## config.mk

```make
export PLATFORM = sky130hd
export DESIGN_NAME = lcd_panel_timing_gen
export DESIGN_NICKNAME = d
export VERILOG_FILES = /design/src/rtl/lcd_timing_pkg.sv /design/src/rtl/lcd_ctrl_delay.sv /design/src/rtl/lcd_panel_timing_gen.sv
export SDC_FILE = /design/constraint.sdc
export NUM_CORES = 1
export LEC_CHECK = 0
export CAP_MARGIN = 20
export CORE_MARGIN = 1.5
export CORE_UTILIZATION = 38
export CTS_BUF_LIST = sky130_fd_sc_hd__clkbuf_4 sky130_fd_sc_hd__clkbuf_8
export DETAILED_ROUTE_END_ITERATION = 10
export DONT_BUFFER_PORTS = 1
export GPL_TIMING_DRIVEN = 0
export PLACE_DENSITY = 0.52
export SLEW_MARGIN = 0
export SYNTH_ARGS = -nofsm -noshare
export SYNTH_HDL_FRONTEND = slang
export SYNTH_HIERARCHICAL = 1
export SYNTH_SLANG_ARGS = --single-unit
export TNS_END_PERCENT = 100
```

## constraint.sdc

```tcl
create_clock -name clk_i -period 5.7 [get_ports clk_i]
set_input_delay 1.14 -clock clk_i [delete_from_list [all_inputs] [get_ports clk_i]]
set_output_delay 1.14 -clock clk_i [all_outputs]
set_load 0.01 [all_outputs]
```

## src/rtl/lcd_timing_pkg.sv

```systemverilog
// Purpose : shared LCD raster timing defaults, sync window bounds and pixel type.
// Latency : n/a (constants, types and a pure helper function only).
// Backpressure: n/a.
package lcd_timing_pkg;

    // Default panel timing (480x272 class panel).
    localparam int DEF_H_ACTIVE = 480;
    localparam int DEF_H_FP     = 8;
    localparam int DEF_H_SYNC   = 4;
    localparam int DEF_H_BP     = 43;
    localparam int DEF_H_TOTAL  = DEF_H_ACTIVE + DEF_H_FP + DEF_H_SYNC + DEF_H_BP;

    localparam int DEF_V_ACTIVE = 272;
    localparam int DEF_V_FP     = 8;
    localparam int DEF_V_SYNC   = 4;
    localparam int DEF_V_BP     = 12;
    localparam int DEF_V_TOTAL  = DEF_V_ACTIVE + DEF_V_FP + DEF_V_SYNC + DEF_V_BP;

    localparam int DEF_RD_LAT   = 2;

    // Sync pulses span [START, END) in counter units (clocks for H, lines for V).
    localparam int DEF_HS_START = DEF_H_ACTIVE + DEF_H_FP;
    localparam int DEF_HS_END   = DEF_HS_START + DEF_H_SYNC;
    localparam int DEF_VS_START = DEF_V_ACTIVE + DEF_V_FP;
    localparam int DEF_VS_END   = DEF_VS_START + DEF_V_SYNC;

    // Idle value of the {hs, vs, den} control bundle: syncs inactive (high), den low.
    localparam logic [2:0] CTRL_IDLE = 3'b110;

    typedef struct packed {
        logic [4:0] r;
        logic [5:0] g;
        logic [4:0] b;
    } rgb565_t;

    // True when lo <= pos < hi.
    function automatic logic in_window(input logic [10:0] pos,
                                       input logic [10:0] lo,
                                       input logic [10:0] hi);
        return (pos >= lo) && (pos < hi);
    endfunction

endpackage

```

## src/rtl/lcd_ctrl_delay.sv

```systemverilog
// Purpose : DEPTH-stage shift register for the {hs, vs, den} control bundle.
// Latency : DEPTH clocks from ctrl_i to ctrl_o.
// Backpressure: none, shifts every clock. Ports: clk_i, reset_i (sync, high), ctrl_i/ctrl_o {hs,vs,den}.
module lcd_ctrl_delay
    import lcd_timing_pkg::*;
#(
    parameter int DEPTH = 2
) (
    input  logic       clk_i,
    input  logic       reset_i,
    input  logic [2:0] ctrl_i,
    output logic [2:0] ctrl_o
);

    if (DEPTH < 1) begin : g_bad_depth
        $error("lcd_ctrl_delay: DEPTH must be at least 1");
    end

    logic [DEPTH-1:0][2:0] sr_q;
    logic [DEPTH-1:0][2:0] sr_d;

    always_comb begin
        sr_d    = sr_q;
        sr_d[0] = ctrl_i;
        for (int i = 1; i < DEPTH; i++) begin
            sr_d[i] = sr_q[i-1];
        end
    end

    always_ff @(posedge clk_i) begin
        if (reset_i) begin
            sr_q <= {DEPTH{CTRL_IDLE}};
        end else begin
            sr_q <= sr_d;
        end
    end

    assign ctrl_o = sr_q[DEPTH-1];

endmodule

```

## src/rtl/lcd_panel_timing_gen.sv

```systemverilog
// Purpose : LCD raster generator: H/V counters, line-buffer read requests, HSYNC/VSYNC/DEN and RGB pins.
// Latency : counter -> rd_* 1 clock; counter -> lcd_* pins RD_LAT+2 clocks (pixel data sampled RD_LAT after rd_en).
// Backpressure: none; enable_i low holds counters at 0 and lets the pin pipeline drain to idle.
// Ports: clk_i/reset_i/enable_i control; hcount_o/vcount_o raw counters; rd_en_o/rd_x_o/rd_y_o line-buffer
//        read; pix_*_i line-buffer data; frame_start_o/line_start_o pulses; lcd_* panel pins.
module lcd_panel_timing_gen
    import lcd_timing_pkg::*;
#(
    parameter int H_ACTIVE = DEF_H_ACTIVE,
    parameter int H_FP     = DEF_H_FP,
    parameter int H_SYNC   = DEF_H_SYNC,
    parameter int H_BP     = DEF_H_BP,
    parameter int V_ACTIVE = DEF_V_ACTIVE,
    parameter int V_FP     = DEF_V_FP,
    parameter int V_SYNC   = DEF_V_SYNC,
    parameter int V_BP     = DEF_V_BP,
    parameter int RD_LAT   = DEF_RD_LAT
) (
    input  logic        clk_i,
    input  logic        reset_i,
    input  logic        enable_i,
    output logic [10:0] hcount_o,
    output logic [10:0] vcount_o,
    output logic        rd_en_o,
    output logic [9:0]  rd_x_o,
    output logic [8:0]  rd_y_o,
    input  logic [4:0]  pix_r_i,
    input  logic [5:0]  pix_g_i,
    input  logic [4:0]  pix_b_i,
    output logic        frame_start_o,
    output logic        line_start_o,
    output logic        lcd_hsync_o,
    output logic        lcd_vsync_o,
    output logic        lcd_den_o,
    output logic [4:0]  lcd_r_o,
    output logic [5:0]  lcd_g_o,
    output logic [4:0]  lcd_b_o
);

    localparam int H_TOTAL = H_ACTIVE + H_FP + H_SYNC + H_BP;
    localparam int V_TOTAL = V_ACTIVE + V_FP + V_SYNC + V_BP;

    localparam logic [10:0] H_LAST = 11'(H_TOTAL - 1);
    localparam logic [10:0] V_LAST = 11'(V_TOTAL - 1);
    localparam logic [10:0] H_ACT  = 11'(H_ACTIVE);
    localparam logic [10:0] V_ACT  = 11'(V_ACTIVE);
    localparam logic [10:0] HS_LO  = 11'(H_ACTIVE + H_FP);
    localparam logic [10:0] HS_HI  = 11'(H_ACTIVE + H_FP + H_SYNC);
    localparam logic [10:0] VS_LO  = 11'(V_ACTIVE + V_FP);
    localparam logic [10:0] VS_HI  = 11'(V_ACTIVE + V_FP + V_SYNC);

    if (H_TOTAL >= 2048 || V_TOTAL >= 2048 || H_ACTIVE > 1024 || V_ACTIVE > 512 ||
        RD_LAT < 1 || RD_LAT > 4) begin : g_bad_params
        $error("lcd_panel_timing_gen: timing parameters out of range");
    end

    // ------------------------------------------------------------------
    // Counter stage
    // ------------------------------------------------------------------
    logic [10:0] hcount_q, hcount_d;
    logic [10:0] vcount_q, vcount_d;

    always_comb begin
        hcount_d = hcount_q;
        vcount_d = vcount_q;
        if (!enable_i) begin
            hcount_d = '0;
            vcount_d = '0;
        end else if (hcount_q == H_LAST) begin
            hcount_d = '0;
            vcount_d = (vcount_q == V_LAST) ? 11'd0 : vcount_q + 11'd1;
        end else begin
            hcount_d = hcount_q + 11'd1;
        end
    end

    always_ff @(posedge clk_i) begin
        if (reset_i) begin
            hcount_q <= '0;
            vcount_q <= '0;
        end else begin
            hcount_q <= hcount_d;
            vcount_q <= vcount_d;
        end
    end

    // ------------------------------------------------------------------
    // Stage 1: decode counters into read request and raw control.
    // While disabled every decode is forced idle so the downstream
    // pipeline drains to sync-high / den-low on its own.
    // ------------------------------------------------------------------
    logic       active;
    logic       rd_en_q, rd_en_d;
    logic [9:0] rd_x_q, rd_x_d;
    logic [8:0] rd_y_q, rd_y_d;
    logic       frame_start_q, frame_start_d;
    logic       line_start_q, line_start_d;
    logic       hs_raw_q, hs_raw_d;
    logic       vs_raw_q, vs_raw_d;

    always_comb begin
        active        = enable_i && (hcount_q < H_ACT) && (vcount_q < V_ACT);
        rd_en_d       = active;
        // Coordinates hold their last value outside the active window.
        rd_x_d        = active ? hcount_q[9:0] : rd_x_q;
        rd_y_d        = active ? vcount_q[8:0] : rd_y_q;
        frame_start_d = enable_i && (hcount_q == 11'd0) && (vcount_q == 11'd0);
        line_start_d  = enable_i && (hcount_q == 11'd0);
        hs_raw_d      = !(enable_i && in_window(hcount_q, HS_LO, HS_HI));
        vs_raw_d      = !(enable_i && in_window(vcount_q, VS_LO, VS_HI));
    end

    always_ff @(posedge clk_i) begin
        if (reset_i) begin
            rd_en_q       <= 1'b0;
            rd_x_q        <= '0;
            rd_y_q        <= '0;
            frame_start_q <= 1'b0;
            line_start_q  <= 1'b0;
            hs_raw_q      <= 1'b1;
            vs_raw_q      <= 1'b1;
        end else begin
            rd_en_q       <= rd_en_d;
            rd_x_q        <= rd_x_d;
            rd_y_q        <= rd_y_d;
            frame_start_q <= frame_start_d;
            line_start_q  <= line_start_d;
            hs_raw_q      <= hs_raw_d;
            vs_raw_q      <= vs_raw_d;
        end
    end

    // ------------------------------------------------------------------
    // Control delay: RD_LAT stages line the control bundle up with the
    // line-buffer data; the pin register below adds the final clock.
    // ------------------------------------------------------------------
    logic [2:0] ctrl_dly;

    lcd_ctrl_delay #(
        .DEPTH (RD_LAT)
    ) u_ctrl_delay (
        .clk_i   (clk_i),
        .reset_i (reset_i),
        .ctrl_i  ({hs_raw_q, vs_raw_q, rd_en_q}),
        .ctrl_o  (ctrl_dly)
    );

    // ------------------------------------------------------------------
    // Output stage
    // ------------------------------------------------------------------
    logic    lcd_hsync_q, lcd_hsync_d;
    logic    lcd_vsync_q, lcd_vsync_d;
    logic    lcd_den_q, lcd_den_d;
    rgb565_t lcd_rgb_q, lcd_rgb_d;
    rgb565_t pix;

    always_comb begin
        pix         = '{r: pix_r_i, g: pix_g_i, b: pix_b_i};
        lcd_hsync_d = ctrl_dly[2];
        lcd_vsync_d = ctrl_dly[1];
        lcd_den_d   = ctrl_dly[0];
        // Blank the bus outside the data-enable window.
        lcd_rgb_d   = ctrl_dly[0] ? pix : '0;
    end

    always_ff @(posedge clk_i) begin
        if (reset_i) begin
            lcd_hsync_q <= 1'b1;
            lcd_vsync_q <= 1'b1;
            lcd_den_q   <= 1'b0;
            lcd_rgb_q   <= '0;
        end else begin
            lcd_hsync_q <= lcd_hsync_d;
            lcd_vsync_q <= lcd_vsync_d;
            lcd_den_q   <= lcd_den_d;
            lcd_rgb_q   <= lcd_rgb_d;
        end
    end

    assign hcount_o      = hcount_q;
    assign vcount_o      = vcount_q;
    assign rd_en_o       = rd_en_q;
    assign rd_x_o        = rd_x_q;
    assign rd_y_o        = rd_y_q;
    assign frame_start_o = frame_start_q;
    assign line_start_o  = line_start_q;
    assign lcd_hsync_o   = lcd_hsync_q;
    assign lcd_vsync_o   = lcd_vsync_q;
    assign lcd_den_o     = lcd_den_q;
    assign lcd_r_o       = lcd_rgb_q.r;
    assign lcd_g_o       = lcd_rgb_q.g;
    assign lcd_b_o       = lcd_rgb_q.b;

endmodule

```

==> flow_metrics.tcl <==
set metrics [dict create \
    hold_buffers 0 \
    final_common_cell "dfxtp_1" \
    crit_top_cell "or4_4" \
    postRouteAntennaNets 0 \
    powerDensity_nw_per_um2 340 \
    core.rowCount 30 \
    gr-total-overflow 0 \
    endpoint "hcount_o[2]" \
    setup_viol 0 \
    skew_ns 0.0107 \
    tritoncts.num_buffers 9 \
    wl_mm 6.08 \
    hold_viol 0 \
    timing.fmax_mhz 396 \
    path_class "reg -> reg" \
    synth-simple-area-share_pct 25.0 \
    drive_gt1_share_pct 6.91 \
    crit_fanout 10 \
    path_cells "or4_4, or4_4, buf_6, clkbuf_1, nand2_1, nor2_1" \
    io_pins 82 \
    tritoncts "built" \
    power.switching_w 0.000218 \
    worstSkewPairLatency_ns 0.34 \
    avgSynthCellArea_um2 9.20 \
    yosys_warnings 6 \
    synth_cell_type_count 36 \
    via_per_inst 5.33 \
    synth_adder_area_share_pct 2.36 \
    initial_utilization_pct 39.2 \
    vias 2047 \
    post_cts_resized 0 \
    synth-compound-area-share_pct 12.5 \
    power_frac_comb_pct 1.6 \
    antenna_found_initial 0 \
    setup.worst_path.start_class "register" \
    tns_ns 0 \
    clock_power_share_pct 48.9 \
    tightest_slew_ns 0.932 \
    slew_headroom_pct 36.9 \
    slowest_stage "or4_4" \
    ctsLongestPathBuffers 2 \
    crit_path_end_kind "register" \
    dp_hpwl_mm 4.22 \
    slew_viol_final 0 \
    yosys_register_bits 71 \
    grt_util_all_layers_pct 17.2 \
    dieHeight_um 86.5 \
    worstPathArrival_ns 2.76 \
    mostFrequentLayoutCells "dfxtp_1 (71), a21oi_1 (30), nand3_1 (27)" \
    clock-sinks 71 \
    clk_pin_slew_worst_paths_ns 0.08 \
    htreeDepth 3 \
    muxShareOfSynthArea_pct 0 \
    startpoint "hcount_o[5]" \
    seq_area_frac_synth_pct 53.6 \
    grt_max_degree 15 \
    p_seq_share_pct 49.5 \
    wl_per_cell_um 15.8 \
    synth_top_family_by_area "simple AND/OR/NAND/NOR gates" \
    globalplace.congestion 0.739 \
    timing.final.ws_setup_ns 3.17 \
    drt_iter0_drc 47 \
    timing.final.crit_period_ns 2.53 \
    rr_endpoint "hcount_o[2]" \
    finalCritPeriodShare_pct 44.4 \
    synthesis.area_um2 2650 \
    power.leakage_nw 0.991 \
    rr_startpoint "hcount_o[5]" \
    nNetsFinal 323 \
    syn_nets 312 \
    post-place-ws_ns 3.16 \
    postCtsSetupBuffers 0 \
    maxCapViolCount 0 \
    switching_share_pct 21.4 \
    rr_worst_depth 6 \
    drtPass1Iterations 5 \
    root_buffer "clkbuf_8" \
    drc_errors 0 \
    status "completed" \
    irDropWorstVdd_mv 0.144 \
    hold_depth 1 \
    max_stage_delay_ns 0.59 \
    rsz0062_at_grt "no" \
    crit_required_ns 5.93 \
    die_w_um 86.5 \
    n_antenna_cell 0 \
    yosys.area_share.xor_xnor_pct 2.97 \
    core_um2 6760 \
    area_growth_pct 13.2 \
    internal_power_w 0.000801 \
    dieArea_um2 7480 \
    min_path_type "reg -> reg" \
    grt_pass1_vias 1862 \
    ff2ff_setup_slack_ns 3.17 \
    netlist_instances 288 \
    grt_pass1_wl_mm 9.87 \
    portBuffers 0 \
]
logic make-up (layout without fill, tap and decap cells):
kind of cell,after synthesis,in the layout
adders and majority gates,5,5
DFF,71,71
buffers and inverters,23,39
and+or+nand+nor,119,119
AOI/OAI and AO/OA,61,61
xor gates and xnor gates,9,9
through the flow:
stage	hold WS (ns)	area, um2	util, %	instances	total power [W]
floorplan	0.383	2650	-	288	0.000526
global placement	0.386	2750	40.7	368	0.000532
detailed placement	0.388	2750	40.7	368	0.000532
CTS	0.408	3000	44.4	384	0.00103
global route	0.420	3000	44.4	384	0.00106
finish	0.405	3000	44.4	384	0.00102
worst min path at each step:
stage | startpoint | end | slack (ns)
6_report | u_ctrl_delay/sr_d[4] | u_ctrl_delay/ctrl_o[1] | 0.41
5_1_grt | hs_raw_q | u_ctrl_delay/sr_d[5] | 0.42
4_1_cts | vs_raw_q | u_ctrl_delay/sr_d[4] | 0.41
3_5_place_dp | hs_raw_q | u_ctrl_delay/sr_d[5] | 0.39
3_3_place_gp | u_ctrl_delay/sr_d[4] | u_ctrl_delay/ctrl_o[1] | 0.39
2_1_floorplan | u_ctrl_delay/sr_d[4] | u_ctrl_delay/ctrl_o[1] | 0.38
Yosys cell counts:
master | instances | area share (%)
a211oi_1 | 1 | 0.28
a21oi_1 | 30 | 5.7
and2_1 | 16 | 3.8
and3_1 | 3 | 0.71
and3b_1 | 1 | 0.33
and4_1 | 2 | 0.66
and4b_1 | 1 | 0.38
buf_1 | 1 | 0.14
buf_6 | 1 | 0.42
clkbuf_1 | 14 | 2.0
dfxtp_1 | 71 | 54
ha_1 | 5 | 2.4
inv_1 | 7 | 0.99
nand2_1 | 12 | 1.7
nand2b_1 | 2 | 0.47
nand3_1 | 27 | 5.1
nand3b_1 | 2 | 0.57
nand4_1 | 7 | 1.7
nor2_1 | 16 | 2.3
nor2b_1 | 4 | 0.94
nor3_1 | 7 | 1.3
nor4_1 | 1 | 0.24
nor4b_1 | 1 | 0.33
o21ai_0 | 22 | 4.2
o21ai_1 | 1 | 0.19
o311a_1 | 1 | 0.38
o311ai_1 | 1 | 0.33
o31ai_1 | 4 | 1.1
o41ai_1 | 1 | 0.33
or2_1 | 4 | 0.94
or2_2 | 2 | 0.47
or3_1 | 5 | 1.2
or4_1 | 4 | 1.1
or4_4 | 2 | 0.85
xnor2_1 | 7 | 2.3
xor2_1 | 2 | 0.66
flip-flops by register name (all words and copies together), names as in the netlist, 3 cells and up:
| signal | flops |
|---|---|
| hcount_o | 11 |
| u_ctrl_delay/sr_d | 3 |
| lcd_g_o | 6 |
| lcd_r_o | 5 |
| vcount_o | 11 |
| lcd_b_o | 5 |
| rd_y_o | 9 |
| rd_x_o | 10 |
| u_ctrl_delay/ctrl_o | 3 |
metal layers:
metal / vias up / routed length, um / GRT usage, %
met5: - / 0 / 0
met4: 0 / 74 / 4.84
met3: 8 / 519 / 8.57
met2: 63 / 2750 / 25.1
met1: 940 / 2730 / 22.3
li1: 1036 / - / -
power by group through the flow:
stage	clock network (W)	logic (W)	registers, W
after detailed placement	0	0.0000160	0.000516
final	0.000498	0.0000161	0.000504
after floorplan	0	0.0000116	0.000515
after global placement	0	0.0000161	0.000516
after global routing	0.000539	0.0000185	0.000505
after CTS	0.000514	0.0000162	0.000504
critical path, delay by kind of cell, from the launching register on:
kind          cells  cell delay [ns]
buf+inv           2             0.38
flops             1             0.43
simple gates      4             1.58
final cells by class:
type	instances	area (um2)
Fill cell	679	3760
Buffer	16	67.6
Inverter	7	26.3
Tap cell	80	100
Multi-Input combinational cell	194	1130
Clock inverter	7	125
Sequential cell	71	1420
Clock buffer	9	124
Power figures use the tool's default switching activity.
